===== config.mk =====
export PLATFORM = sky130hd
export DESIGN_NAME = game_controller_multi
export DESIGN_NICKNAME = d
export VERILOG_FILES = /design/src/rtl/game_controller_multi.sv
export SDC_FILE = /design/constraint.sdc
export NUM_CORES = 1
export LEC_CHECK = 0
export BUFFER_PORTS_ARGS = -buffer_cell sky130_fd_sc_hd__buf_2
export CAP_MARGIN = 20
export CORE_MARGIN = 4
export CORE_UTILIZATION = 56
export CTS_CLUSTER_DIAMETER = 40
export CTS_CLUSTER_SIZE = 16
export DETAILED_ROUTE_END_ITERATION = 8
export HOLD_SLACK_MARGIN = 0.05
export PLACE_DENSITY = 0.79
export SLEW_MARGIN = 0
export SYNTH_ARGS = -nofsm -noshare
export SYNTH_HDL_FRONTEND = slang
export SYNTH_SLANG_ARGS = --single-unit

===== constraint.sdc =====
create_clock -name clk -period 3.5 [get_ports clk]
set_clock_uncertainty 0.1 [all_clocks]
set_input_delay 0.175 -clock clk [delete_from_list [all_inputs] [get_ports clk]]
set_output_delay 0.175 -clock clk [all_outputs]
set_load 0.05 [all_outputs]

===== src/rtl/game_controller_multi.sv =====
// Frog game controller: hazard/frog/end-bank pixel arbitration, collision-driven
// win/lose FSM with level and lives tracking, sound burst timing and object-enable mask.
module game_controller_multi #(
    parameter int NUM_HAZARDS = 4,
    parameter int NUM_LIVES   = 3,
    parameter int MAX_LEVEL   = 15,
    parameter int OBJ_NUM     = 16,
    parameter int BUZ_CYCLES  = 50000000,
    parameter int WIN_FREQ    = 1,
    parameter int LOSE_FREQ   = 0,
    parameter int OVER_FREQ   = 2
) (
    input  logic                           clk,
    input  logic                           resetN,
    input  logic                           start,
    input  logic [NUM_HAZARDS-1:0]         hazard_draw_req,
    input  logic                           frog_draw_req,
    input  logic                           endbank_draw_req,
    output logic [7:0]                     select_mux,
    output logic                           win,
    output logic                           lose,
    output logic                           game_over,
    output logic [$clog2(MAX_LEVEL+1)-1:0] level,
    output logic [$clog2(NUM_LIVES+1)-1:0] lives,
    output logic [9:0]                     sound_freq,
    output logic                           enable_sound,
    output logic [OBJ_NUM-1:0]             obj_enable
);

    localparam int LW  = $clog2(MAX_LEVEL + 1);
    localparam int LVW = $clog2(NUM_LIVES + 1);
    localparam int CW  = $clog2(BUZ_CYCLES + 1);

    typedef enum logic [2:0] {
        S_PLAY,
        S_WIN,
        S_LOSE,
        S_BUZ,
        S_OVER
    } state_t;

    state_t          state;
    logic [CW-1:0]   buz_cnt;
    logic            hit_hazard;
    logic            hit_endbank;
    logic            mux_found;
    logic [LW-1:0]   level_up;
    logic [LW-1:0]   level_down;

    // Thermometer of the level, clipped to the mask width.
    function automatic logic [OBJ_NUM-1:0] level_mask(input logic [LW-1:0] lv);
        logic [OBJ_NUM-1:0] m;
        m = '0;
        for (int j = 0; j < OBJ_NUM; j++) begin
            m[j] = (j < int'(lv));
        end
        return m;
    endfunction

    // Zero-latency draw arbitration; the lowest hazard index wins.
    always_comb begin
        select_mux = 8'd0;
        mux_found  = 1'b0;
        for (int i = 0; i < NUM_HAZARDS; i++) begin
            if (!mux_found && hazard_draw_req[i]) begin
                select_mux = 8'(i + 1);
                mux_found  = 1'b1;
            end
        end
        if (!mux_found) begin
            if (frog_draw_req) begin
                select_mux = 8'(NUM_HAZARDS + 1);
            end else if (endbank_draw_req) begin
                select_mux = 8'(NUM_HAZARDS + 2);
            end
        end
    end

    assign hit_hazard  = (|hazard_draw_req) & frog_draw_req;
    assign hit_endbank = frog_draw_req & endbank_draw_req;

    assign level_up   = (level >= LW'(MAX_LEVEL)) ? level : level + LW'(1);
    assign level_down = (level <= LW'(1)) ? LW'(1) : level - LW'(1);

    always_ff @(posedge clk or negedge resetN) begin
        if (!resetN) begin
            state        <= S_PLAY;
            level        <= LW'(1);
            lives        <= LVW'(NUM_LIVES);
            sound_freq   <= 10'(LOSE_FREQ);
            buz_cnt      <= '0;
            win          <= 1'b0;
            lose         <= 1'b0;
            enable_sound <= 1'b0;
            game_over    <= 1'b0;
            obj_enable   <= OBJ_NUM'(1);
        end else begin
            win  <= 1'b0;
            lose <= 1'b0;
            case (state)
                S_PLAY: begin
                    // A hazard hit takes precedence over reaching the bank.
                    if (hit_hazard) begin
                        state <= S_LOSE;
                        lose  <= 1'b1;
                    end else if (hit_endbank) begin
                        state <= S_WIN;
                        win   <= 1'b1;
                    end
                end
                S_WIN: begin
                    level        <= level_up;
                    obj_enable   <= level_mask(level_up);
                    sound_freq   <= 10'(WIN_FREQ);
                    buz_cnt      <= CW'(BUZ_CYCLES - 1);
                    enable_sound <= 1'b1;
                    state        <= S_BUZ;
                end
                S_LOSE: begin
                    lives        <= (lives == '0) ? '0 : lives - LVW'(1);
                    level        <= level_down;
                    obj_enable   <= level_mask(level_down);
                    sound_freq   <= (lives == LVW'(1)) ? 10'(OVER_FREQ) : 10'(LOSE_FREQ);
                    buz_cnt      <= CW'(BUZ_CYCLES - 1);
                    enable_sound <= 1'b1;
                    state        <= S_BUZ;
                end
                S_BUZ: begin
                    if (buz_cnt == '0) begin
                        enable_sound <= 1'b0;
                        if (lives == '0) begin
                            state     <= S_OVER;
                            game_over <= 1'b1;
                        end else begin
                            state <= S_PLAY;
                        end
                    end else begin
                        buz_cnt <= buz_cnt - CW'(1);
                    end
                end
                S_OVER: begin
                    if (start) begin
                        lives      <= LVW'(NUM_LIVES);
                        level      <= LW'(1);
                        obj_enable <= level_mask(LW'(1));
                        game_over  <= 1'b0;
                        state      <= S_PLAY;
                    end
                end
                default: state <= S_PLAY;
            endcase
        end
    end

endmodule


## Word level (Yosys, flattened, before mapping)

Index checks and enable logic that the tools add are counted.

- Flip-flop bits (word level): 65

- Bitwise gates (word level): 2
- Eq/ne operators: 10
- $lt $le $gt $ge: 32
- Mux-type cells: 41
- Reductions and logical operators: 22
- $add $sub $neg: 4

Operators by type and width:

| kind | number |
|---|---|
| $lt A4 B4 Y1 const A | 14 |
| $pmux W26 S2 | 1 |
| $pmux W16 S3 | 1 |
| $mux W8 | 5 |
| $lt A3 B4 Y1 const A | 8 |
| $logic_not A26 Y1 | 1 |
| $mux W26 | 1 |
| $sub A26 B1 Y26 const B | 1 |
| $pmux W10 S2 | 1 |
| $lt A1 B4 Y1 const A | 4 |
| $lt A2 B4 Y1 const A | 4 |
| $mux W16 | 1 |
| $mux W3 | 5 |
| $mux W1 | 14 |
| $mux W4 | 3 |
| $pmux W3 S4 | 1 |
| $pmux W4 S3 | 1 |
| $mux W2 | 4 |
| $ne A2 B2 Y1 const B | 4 |
| $reduce_and A2 Y1 | 4 |
| $reduce_bool A2 Y1 | 4 |
| $eq A3 B2 Y1 const B | 2 |
| $add A4 B1 Y4 const B | 1 |
| $ge A4 B4 Y1 const B | 1 |
| 19 further kinds | 25 |

## Depth between registers and ports, before layout

Gate-level depths: netlist (run 1).

- Word-level depth: 13
- Depth in mapped cells: 9

## Least setup slack after synthesis (run 1)

Ideal clock, no wire load.

- Path type: register to register
- From: reg level[0]
- To: reg obj_enable[0]
- Data arrival time: 2.563 ns
- Cell stages (with the launch flop): 9
- Buffers on the path: 1
- Path slack: 0.755 ns
- Clock period less this slack: 2.745 ns
- Setup time: 0.082 ns
- Cells stage by stage: dfstp_2 -> clkbuf_1 -> inv_1 -> ha_1 -> and3b_1 -> or2_2 -> nor4b_1 -> a32oi_1 -> mux2_2

- Cells in the longest elaborated chain, start to end: 4
- Elaborated cells on any way between the ends: 9
- Those cells by class: add/sub: 2; order compare: 4; mux: 3

Ends and longest elaborated chain:

| item | line | source |
|---|---|---|
| from (decl) | 23 | `output logic [$clog2(MAX_LEVEL+1)-1:0] level,` |
| from (signal assigned) | 112 | `level <= level_up;` |
| from (signal assigned) | 121 | `level <= level_down;` |
| $sub A4 B1 Y4, or another cell as far along | 83 | `assign level_down = (level <= LW'(1)) ? LW'(1) : level - LW'(1);` |
| $mux W4, on equally long branches | 83, 82 |  |
| $lt A1 B4 Y1 | 55 | `m[j] = (j < int'(lv));` |
| $pmux W16 S3 (*) | 100 | `case (state)` |
| to (signal assigned) | 113 | `obj_enable <= level_mask(level_up);` |
| to (signal assigned) | 122 | `obj_enable <= level_mask(level_down);` |
| to (signal assigned) | 145 | `obj_enable <= level_mask(LW'(1));` |
| to (decl) | 27 | `output logic [OBJ_NUM-1:0] obj_enable` |

Every way passes the cells marked *; elsewhere a longest branch is shown, timed or not.
A chain may end at the register's enable or synchronous reset.

## Worst setup path after layout (run 1)

- From: reg buz_cnt[0]
- To: reg buz_cnt[16]

- Cells in the longest elaborated chain, start to end: 3
- Elaborated cells on any way between the ends: 6
- Those cells by class: add/sub: 1; eq/ne: 1; mux: 2; reduce/logical: 2

Ends and longest elaborated chain:

| item | line | source |
|---|---|---|
| from (decl) | 43 | `logic [CW-1:0] buz_cnt;` |
| from (signal assigned) | 115 | `buz_cnt <= CW'(BUZ_CYCLES - 1);` |
| from (signal assigned) | 124 | `buz_cnt <= CW'(BUZ_CYCLES - 1);` |
| from (signal assigned) | 138 | `buz_cnt <= buz_cnt - CW'(1);` |
| $sub A26 B1 Y26 / $logic_not A26 Y1 (equally long branches) | 138, 129 |  |
| $mux W26 / $ne A2 B2 Y1 (equally long branches) | n/a |  |
| $pmux W26 S2 / $reduce_and A2 Y1 (equally long branches) | n/a |  |

Parallel ways exist; a longest one is shown, timed or not. The select of a mux whose other input is x is not followed.

==> results.md, run 1 <==
- Psw: roughly 0.0017 W
- Worst-Skew Late Latency: 0.32 ns
- Worst Setup Start Kind: flip-flop
- Hold WS: 0.0607 ns
- DR pass1 iterations: 4
- WS Path Type: flip-flop to flip-flop
- Ys flop type: dfrtp_1
- Initial Util: 0.577
- Final setup violation count: 0
- Reg power frac: 0.308
- Syn Area/Cell: 9.30 um^2
- TNS Setup: 0 ns
- CTS clk-pin slew, worst paths: 0.10 ns
- Row count: 27
- Worst EP required: 3.59 ns
- CP cell instances: inv_1 > ha_1 > or3b_2 > nor3_1 > o21ai_0 > buf_2 > o311ai_0 > o31ai_1
- Post-placement cell count: roughly 440
- I/O pin count: 53
- Slowest Stage Delay on Critical Path: 0.49 ns
- Status: finished, final reports clean
- Final WL: ~7 mm
- Max-cap violation count: 0
- Initial antenna violation count: 0
- Crit path buf inv count: 2
- Logic pwr share: 0.584
- Multi-input logic area: about 1600 um^2
- RSZ-0062 raised after global routing: false
- Clk buf depth: 2
- CP max stage cell: or3b_2
- Port Buffers: 38
- Vias: 2,702
- Reg-to-reg slack, setup: ~0.83 ns
- Part of the cycle the worst path needs: 0.764
- Post-Syn Area: 3200 um^2
- TritonCTS clock tree: built
- Rel. slew slack: 0.523
- Arrival time at the worst endpoint: 2.76 ns
- Worst hold path type: input port to flip-flop
- Share of cells above drive strength 1: 0.191
- FF-to-FF End: buz_cnt[16]$_DFFE_PN0P_
- CTS Sinks: 55
- Distinct cells, synth: 62
- HP Start: frog_draw_req
- Reg2Reg Launch Point: buz_cnt[0]$_DFFE_PN0P_
- Post-synth EDFFs: 0
- Synth Instances: 344
- Diode count: 0
- Post-route insts no fill: 448
- Max Fclk: ~370 MHz
- Area grow syn2layout: 8.13%
- Synth warn: 0
- Routed vias/inst: ~6.0
- Inserted Clock Buffers: 5
- Worst path top cell family by delay: simple AND/OR/NAND/NOR gates
- Register area: 1380 um^2
- Layout net count: 388
- Post-route DRC: 0
- Switching share of total power: 0.522
- Seq cells post-synth: 55
- Hold path depth: 3
- Tot GR Track Use: 0.203
- Minimum clock period after layout: roughly 2.7 ns
- Remaining antenna violation count: 0
- Die height: between 80 and 90 um
- H-tree depth: 2
- CP Capture Type: flip-flop
- Crit Path Max Fanout: 11
- Post-cts resize count: 0
- Peak VDD IR: 582 uV
- Share of flip-flops with an asynchronous set or reset: 1.00
- Die width: 83.6 um
- Largest net degree at the start of global routing: 33
- Core Area: 5540 um^2
- Clock Tree Root: clkbuf_8
- Filler cell count: roughly 480
- Clock Power Share: 0.108
- Vias in the first global route: 2,574
- Hold Fails Final Rpt: 0
- Power Density: 937 nW/um^2
- Register area share after synthesis: 0.432
- Wire per inst: 15.2 um
- Congestion Overflow GR: 0
- First-pass GRT wire length: 12.0 mm
- Fin. max-slew vios: 0
- Hold Crit Endpoint: lose$_DFF_PN0_
- Post-DP HPWL: 5.02 mm
- P_leak: ~1.4 nW
- Post-CTS Setup Repair Bufs: 0
- Fin util: 0.624
- Power, Total: 0.00324 W
- Slew @ Worst Pin: 0.715 ns
- Worst Reg-to-Reg Cells: 8
- Die Area: 6990 um^2
- Cell-internal power: between 0.0015 and 0.002 W
- Initial DRC count: around 170
- GP Congestion: 0.986
## cells by family after synthesis
family | synth area share
muxes | 0.0387
adders and majority gates | 0.0188
and+or+nand+nor | 0.250
AOI/OAI and AO/OA | 0.179
other | 0.00117
DFF | 0.432
xor gates and xnor gates | 0.00548
buffers and inverters | 0.0759
## synth_stat cells, types with 9 or more instances
library cell / instances / area [um^2]
buf_4: 15 / 113
or3_1: 9 / 56.3
inv_1: 9 / 33.8
nor3_1: 16 / 80.1
nand3_1: 15 / 75.1
mux2i_1: 9 / 90.1
nor2_1: 32 / 120
a21oi_1: 12 / 60.1
dfrtp_1: 51 / 1280
clkbuf_1: 14 / 52.6
nand2_1: 17 / 63.8
o21ai_0: 18 / 90.1
## metal layers
layer / track usage / wire length (um) / share of wire / vias up
met5: 0 / 0 / 0 / -
met4: 0.0702 / 154 / 0.023 / 0
met3: 0.0415 / 362 / 0.053 / 17
met2: 0.317 / 3130 / 0.46 / 81
met1: 0.281 / 3170 / 0.46 / 1296
li1: - / - / - / 1308
## layout by cell type (no fill, tap or decap), drive strengths merged, types with 3 or more instances in the layout
cell type	synthesis	routed
dfrtp	51	51
buf	20	43
nor2	32	32
o21ai	19	19
nand2	17	17
nor3	17	17
nand3	15	15
conb	1	14
a21oi	12	12
or3	10	10
inv	9	9
mux2i	9	9
or2	7	7
or4	7	7
nor4	7	7
nand2b	6	6
o31ai	6	6
clkbuf	14	6
and3	5	5
o22a	5	5
a211oi	5	5
a31oi	4	4
a21o	4	4
o21a	4	4
nand4	4	4
ha	4	4
dfstp	4	4
o41ai	3	3
nor2b	3	3
and4	3	3
o32a	3	3
mux2	3	3
## power groups by stage
stage               Sequential [W]  Clock, W  Combinational (W)
detailed placement         0.00101         0            0.00188
CTS                       0.000997  0.000359            0.00188
finish                    0.000999  0.000351            0.00189
global route               0.00104  0.000382            0.00205
floorplan                  0.00136         0            0.00115
global placement          0.000997         0            0.00185
## cell type report
type / count / share of cell area
Multi-Input combinational cell: 259 / 0.469
Sequential cell: 55 / 0.399
Timing Repair Buffer: 45 / 0.0709
Tap cell: 72 / 0.0260
Clock buffer: 6 / 0.0210
Inverter: 9 / 0.00976
Clock inverter: 2 / 0.00362
## worst reg2reg max path, cell delays in order (launching register included)
cell and delay [ns]:
dfrtp_1 0.43, inv_1 0.07, ha_1 0.19, or3b_2 0.49
nor3_1 0.37, o21ai_0 0.22, buf_2 0.23, o311ai_0 0.32
o31ai_1 0.13
## stage by stage
stage | cell area (um^2) | setup slack, ns
floorplan | 3250 | 0.755
global placement | 3350 | 0.751
detailed placement | 3350 | 0.638
CTS | 3450 | 0.592
global route | 3460 | 0.529
finish | 3460 | 0.828
## worst max path at each step
stage | slack (ns) | end | startpoint | cells after the start
floorplan | 0.76 | obj_enable[0]$_DFFE_PN1P_ | level[0]$_DFFE_PN1P_ | 8
global placement | 0.75 | buz_cnt[14]$_DFFE_PN0P_ | buz_cnt[15]$_DFFE_PN0P_ | 5
global route | 0.53 | buz_cnt[16]$_DFFE_PN0P_ | buz_cnt[0]$_DFFE_PN0P_ | 8
finish | 0.83 | buz_cnt[16]$_DFFE_PN0P_ | buz_cnt[0]$_DFFE_PN0P_ | 8
detailed placement | 0.64 | buz_cnt[10]$_DFFE_PN0P_ | buz_cnt[0]$_DFFE_PN0P_ | 7
CTS | 0.59 | buz_cnt[16]$_DFFE_PN0P_ | buz_cnt[0]$_DFFE_PN0P_ | 7
## flip-flops by register name, indices dropped and copies added (netlist names)
register      cells
level             3
obj_enable       15
game_over         1
sound_freq        2
buz_cnt          26
state             3
enable_sound      1
lives             2
win               1
lose              1
## repair_timing
| action | in CTS | in global routing |
|---|---|---|
| hold buffers | 2 | 0 |
| hold endpoints to repair | 29 | 0 |
| setup endpoints to repair | 0 | 0 |
Power figures use the tool's default switching activity.
==> run 2, diff against run 1 <==
--- a/config.mk
+++ b/config.mk
@@ -8,12 +8,12 @@
 export BUFFER_PORTS_ARGS = -buffer_cell sky130_fd_sc_hd__buf_2
 export CAP_MARGIN = 20
 export CORE_MARGIN = 4
-export CORE_UTILIZATION = 56
+export CORE_UTILIZATION = 51
 export CTS_CLUSTER_DIAMETER = 40
 export CTS_CLUSTER_SIZE = 16
 export DETAILED_ROUTE_END_ITERATION = 8
 export HOLD_SLACK_MARGIN = 0.05
-export PLACE_DENSITY = 0.79
+export PLACE_DENSITY = 0.76
 export SLEW_MARGIN = 0
 export SYNTH_ARGS = -nofsm -noshare
 export SYNTH_HDL_FRONTEND = slang
==> constraint.sdc (replaced) <==
create_clock -name clk -period 2.36 [get_ports clk]
set_clock_uncertainty 0.1 [all_clocks]
set_input_delay 0.118 -clock clk [delete_from_list [all_inputs] [get_ports clk]]
set_output_delay 0.118 -clock clk [all_outputs]
set_load 0.05 [all_outputs]
==> run 2 against run 1 <==
Compared with the run above: worst hold slack improved by 0.036 ns; global-route usage increased by 0.17 points; maximum frequency grew 14%; wire length rose by 10%; non-clock buffer count grew 34; critical endpoint is now buz_cnt[9]$_DFFE_PN0P_; largest power group unchanged.
==> results.md, run 2 (synthesis gave the netlist of run 1 again) <==
- Clock Tree Root: clkbuf_8
- Remaining antenna violation count: 0 (unchanged)
- Top reg by flops: buz_cnt
- H-tree depth: 2 (unchanged)
- Rel. slew slack: 0.540 (+0.0166)
- Routed vias/inst: 5.89 (-2.3%)
- CP Capture Type: flip-flop
- Post-route DRC: 0 (unchanged)
- WS Path Type: flip-flop to flip-flop
- Switching share of total power: 0.511 (-0.0116)
- HP Start: hazard_draw_req[3]
- P_leak: 1.56 nW (+13%)
- Inserted Clock Buffers: 5 (unchanged)
- Worst Setup Start Kind: flip-flop
- Psw: 0.00265 W (+56%)
- CTS clk-pin slew, worst paths: 0.10 ns (about the same)
- Crit Path Max Fanout: 4 (-7)
- Die Area: 7600 um^2 (+8.8%)
- FF-to-FF End: buz_cnt[9]$_DFFE_PN0P_
- Tot GR Track Use: 0.205 (+0.00173)
- Diode count: 0 (unchanged)
- Max Fclk: 427 MHz (+14%)
- Layout net count: 422 (+8.8%)
- PnR worst setup slack: 0.0206 ns (-0.807 ns)
- Slew @ Worst Pin: 0.690 ns (-0.0248 ns)
- Commonest non-fill, non-tap cell in the layout: dfrtp_1
- Largest net degree at the start of global routing: 31 (-6.1%)
- Arrival time at the worst endpoint: 2.47 ns (-0.29 ns)
- Initial antenna violation count: 0 (unchanged)
- RSZ-0062 raised after global routing: true
- TritonCTS clock tree: built
- Hold Fails Final Rpt: 0 (unchanged)
- Fin. max-slew vios: 0 (unchanged)
- Logic pwr share: 0.620 (+0.036)
- Reg power frac: 0.282 (-0.026)
- Status: finished, final reports clean
- Max-cap violation count: 0 (unchanged)
- Share of cells above drive strength 1: 0.285 (+0.0939)
- Die height: 87.2 um (+4.3%)
- Most frequent cells in the layout: dfrtp_1, buf_2, nor2_1, buf_4, nand2_1
- Hold WS: 0.0964 ns (+0.0357 ns)
- Cell-internal power: 0.00254 W (+64%)
- I/O pin count: 53 (unchanged)
- Final setup violation count: 0 (unchanged)
- Post-DP HPWL: 5.24 mm (+4.3%)
- First-pass GRT wire length: 12.7 mm (+5.4%)
- Worst hold path type: input port to flip-flop
- Vias in the first global route: 2,747 (+6.7%)
- Power, Total: 0.00519 W (+60%)
- Worst EP required: 2.49 ns (-1.10 ns)
- Core Area: 5990 um^2 (+8.1%)
- Clk buf depth: 2 (unchanged)
- Hold path depth: 3 (unchanged)
- Row count: 28 (+3.7%)
- Vias: 2,857 (+5.7%)
- Port Buffers: 38 (unchanged)
- Minimum clock period after layout: 2.34 ns (-0.333 ns)
- Hold Crit Endpoint: lose$_DFF_PN0_
- Initial Util: 0.534 (-0.0434)
- Area grow syn2layout: 19.2%
- Final WL: 7.51 mm (+10%)
- DP Worst Slack: -0.0182 ns (-0.656 ns)
- Reg-to-reg slack, setup: 0.02 ns (-0.81 ns)
- GP Congestion: 0.886 (-10%)
- Power Density: 1360 nW/um^2 (+45%)
- Part of the cycle the worst path needs: 0.991 (+0.228)
- Peak VDD IR: 991 uV (+70%)
- Congestion Overflow GR: 0 (unchanged)
- Fin util: 0.636 (+0.0119)
- Reg2Reg Launch Point: buz_cnt[16]$_DFFE_PN0P_
- Worst-Skew Late Latency: 0.31 ns (about the same)
- Die width: 87.2 um (+4.3%)
- Max reg flops: 26 (unchanged)
- Wire per inst: 15.5 um (+1.6%)
- Worst Reg-to-Reg Cells: 6 (-2)
- Clock Power Share: 0.098 (-0.010)
- Initial DRC count: 102 (-40%)
- Leading registers by flop count: buz_cnt x26, obj_enable x15
- DR pass1 iterations: 4 (unchanged)
- CTS Sinks: 55 (unchanged)
[run 2: cell count changes in the layout (fill, tap and decap cells not counted), sizes merged]
| cell | change |
|---|---|
| clkinvlp | -1 |
| clkbuf | -1 |
| buf | +31 |
| clkinv | +2 |
| dlygate4sd3 | +3 |
[run 2: power by group through the flow]
stage,combinational (W),clock (W),sequential (W)
floorplan,0.00179,0,0.00202
global placement,0.00302,0,0.00145
detailed placement,0.00308,0,0.00147
CTS,0.00311,0.000521,0.00145
global route,0.00349,0.000565,0.00151
finish,0.00322,0.000508,0.00146
[run 2: layer usage]
| layer | GRT usage | wire length [um] | vias up |
|---|---|---|---|
| li1 | - | - | 1380 |
| met1 | 0.279 | 3390 | 1405 |
| met2 | 0.336 | 3720 | 63 |
| met3 | 0.0378 | 300 | 9 |
| met4 | 0.0544 | 100 | 0 |
| met5 | 0 | 0 | - |
[run 2: layout make-up]
class	instances	area, um^2
Inverter	9	36.3
Clock buffer	5	68.8
Clock inverter	3	15.0
Multi-Input combinational cell	259	1700
Fill cell	482	2180
Timing Repair Buffer	79	513
Tap cell	75	93.8
Sequential cell	55	1380
[run 2: worst max-delay path by stage]
stage / depth (start not counted) / startpoint / slack [ns] / endpoint
final: 6 / buz_cnt[16]$_DFFE_PN0P_ / 0.02 / buz_cnt[9]$_DFFE_PN0P_
after floorplan: 8 / level[0]$_DFFE_PN1P_ / -0.03 / obj_enable[0]$_DFFE_PN1P_
after global placement: 7 / buz_cnt[1]$_DFFE_PN0P_ / 0.05 / state[1]$_DFFE_PN0P_
after global routing: 6 / buz_cnt[15]$_DFFE_PN0P_ / -0.06 / buz_cnt[9]$_DFFE_PN0P_
after detailed placement: 8 / buz_cnt[1]$_DFFE_PN0P_ / -0.02 / buz_cnt[4]$_DFFE_PN0P_
after CTS: 7 / buz_cnt[0]$_DFFE_PN0P_ / -0.006 / state[1]$_DFFE_PN0P_
[run 2: stage by stage]
| step | TNS [ns] | area [um^2] | cells |
|---|---|---|---|
| finish | 0 | 3810 | 485 |
| global route | -0.166 | 3810 | 485 |
| floorplan | -0.0407 | 3290 | 357 |
| CTS | -0.00859 | 3730 | 481 |
| detailed placement | -0.0551 | 3570 | 465 |
| global placement | 0 | 3570 | 465 |
[run 2: timing repair]
| action | CTS | global route |
|---|---|---|
| cloned | 0 | 2 |
| gates resized for setup | 1 | 16 |
| setup buffers | 3 | 2 |
| pin swaps | 0 | 3 |
| hold buffers | 5 | 0 |
| setup endpoints to repair | 6 | 31 |
| endpoints found under the hold margin | 27 | 0 |
[run 2: critical path, stage by stage (launching register included)]
cell	delay, ns
dfrtp_1	0.39
or4_4	0.53
or3_4	0.36
o31a_1	0.35
buf_6	0.14
mux2_2	0.26
mux2i_1	0.13
==> run 3, diff against run 2 <==
--- a/config.mk
+++ b/config.mk
@@ -5,10 +5,11 @@
 export SDC_FILE = /design/constraint.sdc
 export NUM_CORES = 1
 export LEC_CHECK = 0
+export ABC_AREA = 1
 export BUFFER_PORTS_ARGS = -buffer_cell sky130_fd_sc_hd__buf_2
 export CAP_MARGIN = 20
 export CORE_MARGIN = 4
-export CORE_UTILIZATION = 51
+export CORE_UTILIZATION = 52
 export CTS_CLUSTER_DIAMETER = 40
 export CTS_CLUSTER_SIZE = 16
 export DETAILED_ROUTE_END_ITERATION = 8
==> run 3 against run 2 <==
Compared with the run above: flip-flop and latch count unchanged; clock power increased by 27%; critical path depth increased by 3; critical endpoint is now buz_cnt[15]$_DFFE_PN0P_; highest routed layer unchanged.
==> results.md, run 3 <==
- Status: finished, final reports clean
- Largest cells by area after synthesis: dfrtp_1, nand2_1, nor2_1
- Distinct cells, synth: 37 (-40%)
- Vias: 3,482 (+22%)
- Inserted Clock Buffers: 5 (unchanged)
- Largest net degree at the start of global routing: 35 (+13%)
- Initial DRC count: 196 (+92%)
- Crit Path Max Fanout: 18 (+14)
- Most frequent cells in the layout: nand2_1, nor2_1, nand3_1
- Critical path depth: 9 (+3)
- Multi-input logic area: 2000 um^2 (+17%)
- Post-Syn Area: 3710 um^2 (+16%)
- Register area: 1380 um^2 (unchanged)
- Routed vias/inst: 5.11 (-13%)
- Final setup violation count: 0 (unchanged)
- P_leak: 2.18 nW (+40%)
- Minimum clock period after layout: 2.16 ns (-0.183 ns)
- RSZ-0062 raised after global routing: false
- DR pass1 iterations: 4 (unchanged)
- H-tree depth: 2 (unchanged)
- TritonCTS clock tree: built
- Rel. slew slack: 0.565 (+0.0255)
- Die Area: 8540 um^2 (+12%)
- Post-synth EDFFs: 0 (unchanged)
- CP max stage cell: dfrtp_1
- Share of cells above drive strength 1: 0.147 (-0.138)
- Top post-synthesis cells by count: nand2_1, nor2_1, nand3_1
- Synth warn: 0 (unchanged)
- I/O pin count: 53 (unchanged)
- TNS Setup: 0 ns (unchanged)
- Worst Reg-to-Reg Cells: 9 (+3)
- Final WL: 8.58 mm (+14%)
- CTS Sinks: 55 (unchanged)
- Congestion Overflow GR: 0 (unchanged)
- Worst Setup Start Kind: flip-flop
- Max-cap violation count: 0 (unchanged)
- Post-route DRC: 0 (unchanged)
- Synth top area share: 0.344 (-0.0547)
- Max reg flops: 26 (unchanged)
- Worst path top cell family by delay: simple AND/OR/NAND/NOR gates
- CP Capture Type: flip-flop
- First-pass GRT wire length: 14.3 mm (+13%)
- Vias in the first global route: 3,153 (+15%)
- Arrival time at the worst endpoint: 2.30 ns (-0.17 ns)
- Power Density: 1540 nW/um^2 (+13%)
- Initial Util: 0.540 (+0.00567)
- Peak VDD IR: 1310 uV (+33%)
- Largest area contributor in the netlist: dfrtp_1
- Leading registers by flop count: buz_cnt x26, obj_enable x15
- Share of flip-flops with an asynchronous set or reset: 1.00 (unchanged)
- GP Congestion: 0.890 (+0.42%)
- Hold path depth: 4 (+1)
- Tot GR Track Use: 0.205 (about the same)
- Remaining antenna violation count: 0 (unchanged)
- Worst-Skew Late Latency: 0.31 ns (about the same)
- Filler cell count: 684 (+42%)
- Diode count: 0 (unchanged)
- Synth Instances: 543 (+58%)
- Syn Area/Cell: 6.83 um^2 (-27%)
- Max Fclk: 464 MHz (+8.5%)
- Port Buffers: 38 (unchanged)
- CTS clk-pin slew, worst paths: 0.11 ns (about the same)
- Area grow syn2layout: 10.6%
- Die width: 92.4 um (+6.0%)
- CP cell instances: inv_1 > ha_1 > nand2_2 > nor2_8 > nand2_4 > o21ai_4 > buf_4 > nand3_1 > nand2_1
- Wire per inst: 12.6 um (-19%)
- Top reg by flops: buz_cnt
- Clock Tree Root: clkbuf_8
- Slowest Stage Delay on Critical Path: 0.41 ns (-0.12 ns)
- Initial antenna violation count: 0 (unchanged)
- Part of the cycle the worst path needs: 0.914 (-0.0777)
- WS Path Type: flip-flop to flip-flop
- Worst hold path type: input port to flip-flop
- Die height: 92.4 um (+6.0%)
- Core Area: 6870 um^2 (+15%)
- Seq cells post-synth: 55 (unchanged)
- Post-CTS Setup Repair Bufs: 0 (-3)
- Clk buf depth: 2 (unchanged)
- Cell Area, Placed: 3930 um^2 (+10%)
- Ys flop type: dfrtp_1
- Final instance area: 4100 um^2 (+7.6%)
- Slew @ Worst Pin: 0.652 ns (-0.0382 ns)
- Register area share after synthesis: 0.373 (-0.0592)
- Row count: 30 (+7.1%)
- Hold Fails Final Rpt: 0 (unchanged)
- Post-DP HPWL: 6.49 mm (+24%)
- Fin. max-slew vios: 0 (unchanged)
- Count leader, synth: nand2_1
- Crit path buf inv count: 2 (+1)
- Commonest non-fill, non-tap cell in the layout: nand2_1
- Worst EP required: 2.50 ns (about the same)
- Layout net count: 597 (+41%)
run 3: cell count changes after synthesis, sizes merged, moves of 12 or more:
cell	delta
nand2	+157
nor2	+66
nand3	+45
inv	+44
nor3	-17
o21ai	+13
clkbuf	-12
run 3: worst register-to-register path, stage by stage, from the launching register on:
cell     delay [ns]
dfrtp_1        0.41
inv_1          0.12
ha_1           0.27
nand2_2        0.14
nor2_8         0.19
nand2_4        0.08
o21ai_4        0.29
buf_4          0.31
nand3_1        0.10
nand2_1        0.09
run 3: repair_timing:
| item | CTS | global route |
|---|---|---|
| hold buffers | 4 | 0 |
| resized for setup | 0 | 4 |
| hold endpoints to repair | 30 | 0 |
| endpoints found under the setup margin | 0 | 19 |
run 3: path summary, 6_finish.rpt:
check                           slack, ns                 endpoint              startpoint
worst min-delay path                 0.09            win$_DFF_PN0_      hazard_draw_req[3]
max in group asynchronous            1.25     lives[0]$_DFFE_PN1P_                  resetN
min in group asynchronous            0.26     level[2]$_DFFE_PN0P_                  resetN
worst min register to register       0.37     lives[1]$_DFFE_PN1P_    lives[1]$_DFFE_PN1P_
worst max-delay path                 0.20  buz_cnt[15]$_DFFE_PN0P_  buz_cnt[0]$_DFFE_PN0P_
worst max register to register       0.20  buz_cnt[15]$_DFFE_PN0P_  buz_cnt[0]$_DFFE_PN0P_
run 3: cells by family (layout without fill, tap and decap cells):
family / count (synthesis) / after routing / synth area share
compound gates: 47 / 47 / 0.0857
fa+ha+maj: 4 / 4 / 0.0135
simple gates: 347 / 347 / 0.400
xor+xnor: 9 / 9 / 0.0213
buf+inv: 80 / 109 / 0.106
other cells: 1 / 14 / 0.00101
flops: 55 / 55 / 0.373
run 3: per-stage QoR:
step	instances	hold WS, ns	total power, W	utilization	setup slack (ns)
after floorplan	556	-0.278	0.00487	-	0.199
after global placement	669	0.0757	0.00552	0.572	0.149
after detailed placement	669	0.0858	0.00562	0.572	0.156
after CTS	681	0.0759	0.00628	0.595	0.130
after global routing	681	0.0945	0.00689	0.597	0.0131
final	681	0.0857	0.00631	0.597	0.204
run 3: per-layer routing:
metal / global-route usage / wire length, um
met5: 0 / 0
met4: 0.0557 / 120
met3: 0.0333 / 422
met2: 0.340 / 3950
met1: 0.277 / 4090
run 3: layout make-up:
class,count,share of cell area
multi-input cells,421,0.487
flip-flops and latches,55,0.337
repair buffers,48,0.0702
inverters,53,0.0485
well taps,96,0.0293
clock buffers,5,0.0168
clock inverters,3,0.0116
run 3: report_power, final:
part	leakage, nW	switching [W]	internal (W)	total (W)
Clock	0.0587	0.000325	0.000322	0.000647
Sequential	0.646	0.000355	0.00135	0.00171
Combinational	1.48	0.00285	0.00110	0.00395
Total	2.18	0.00353	0.00278	0.00631
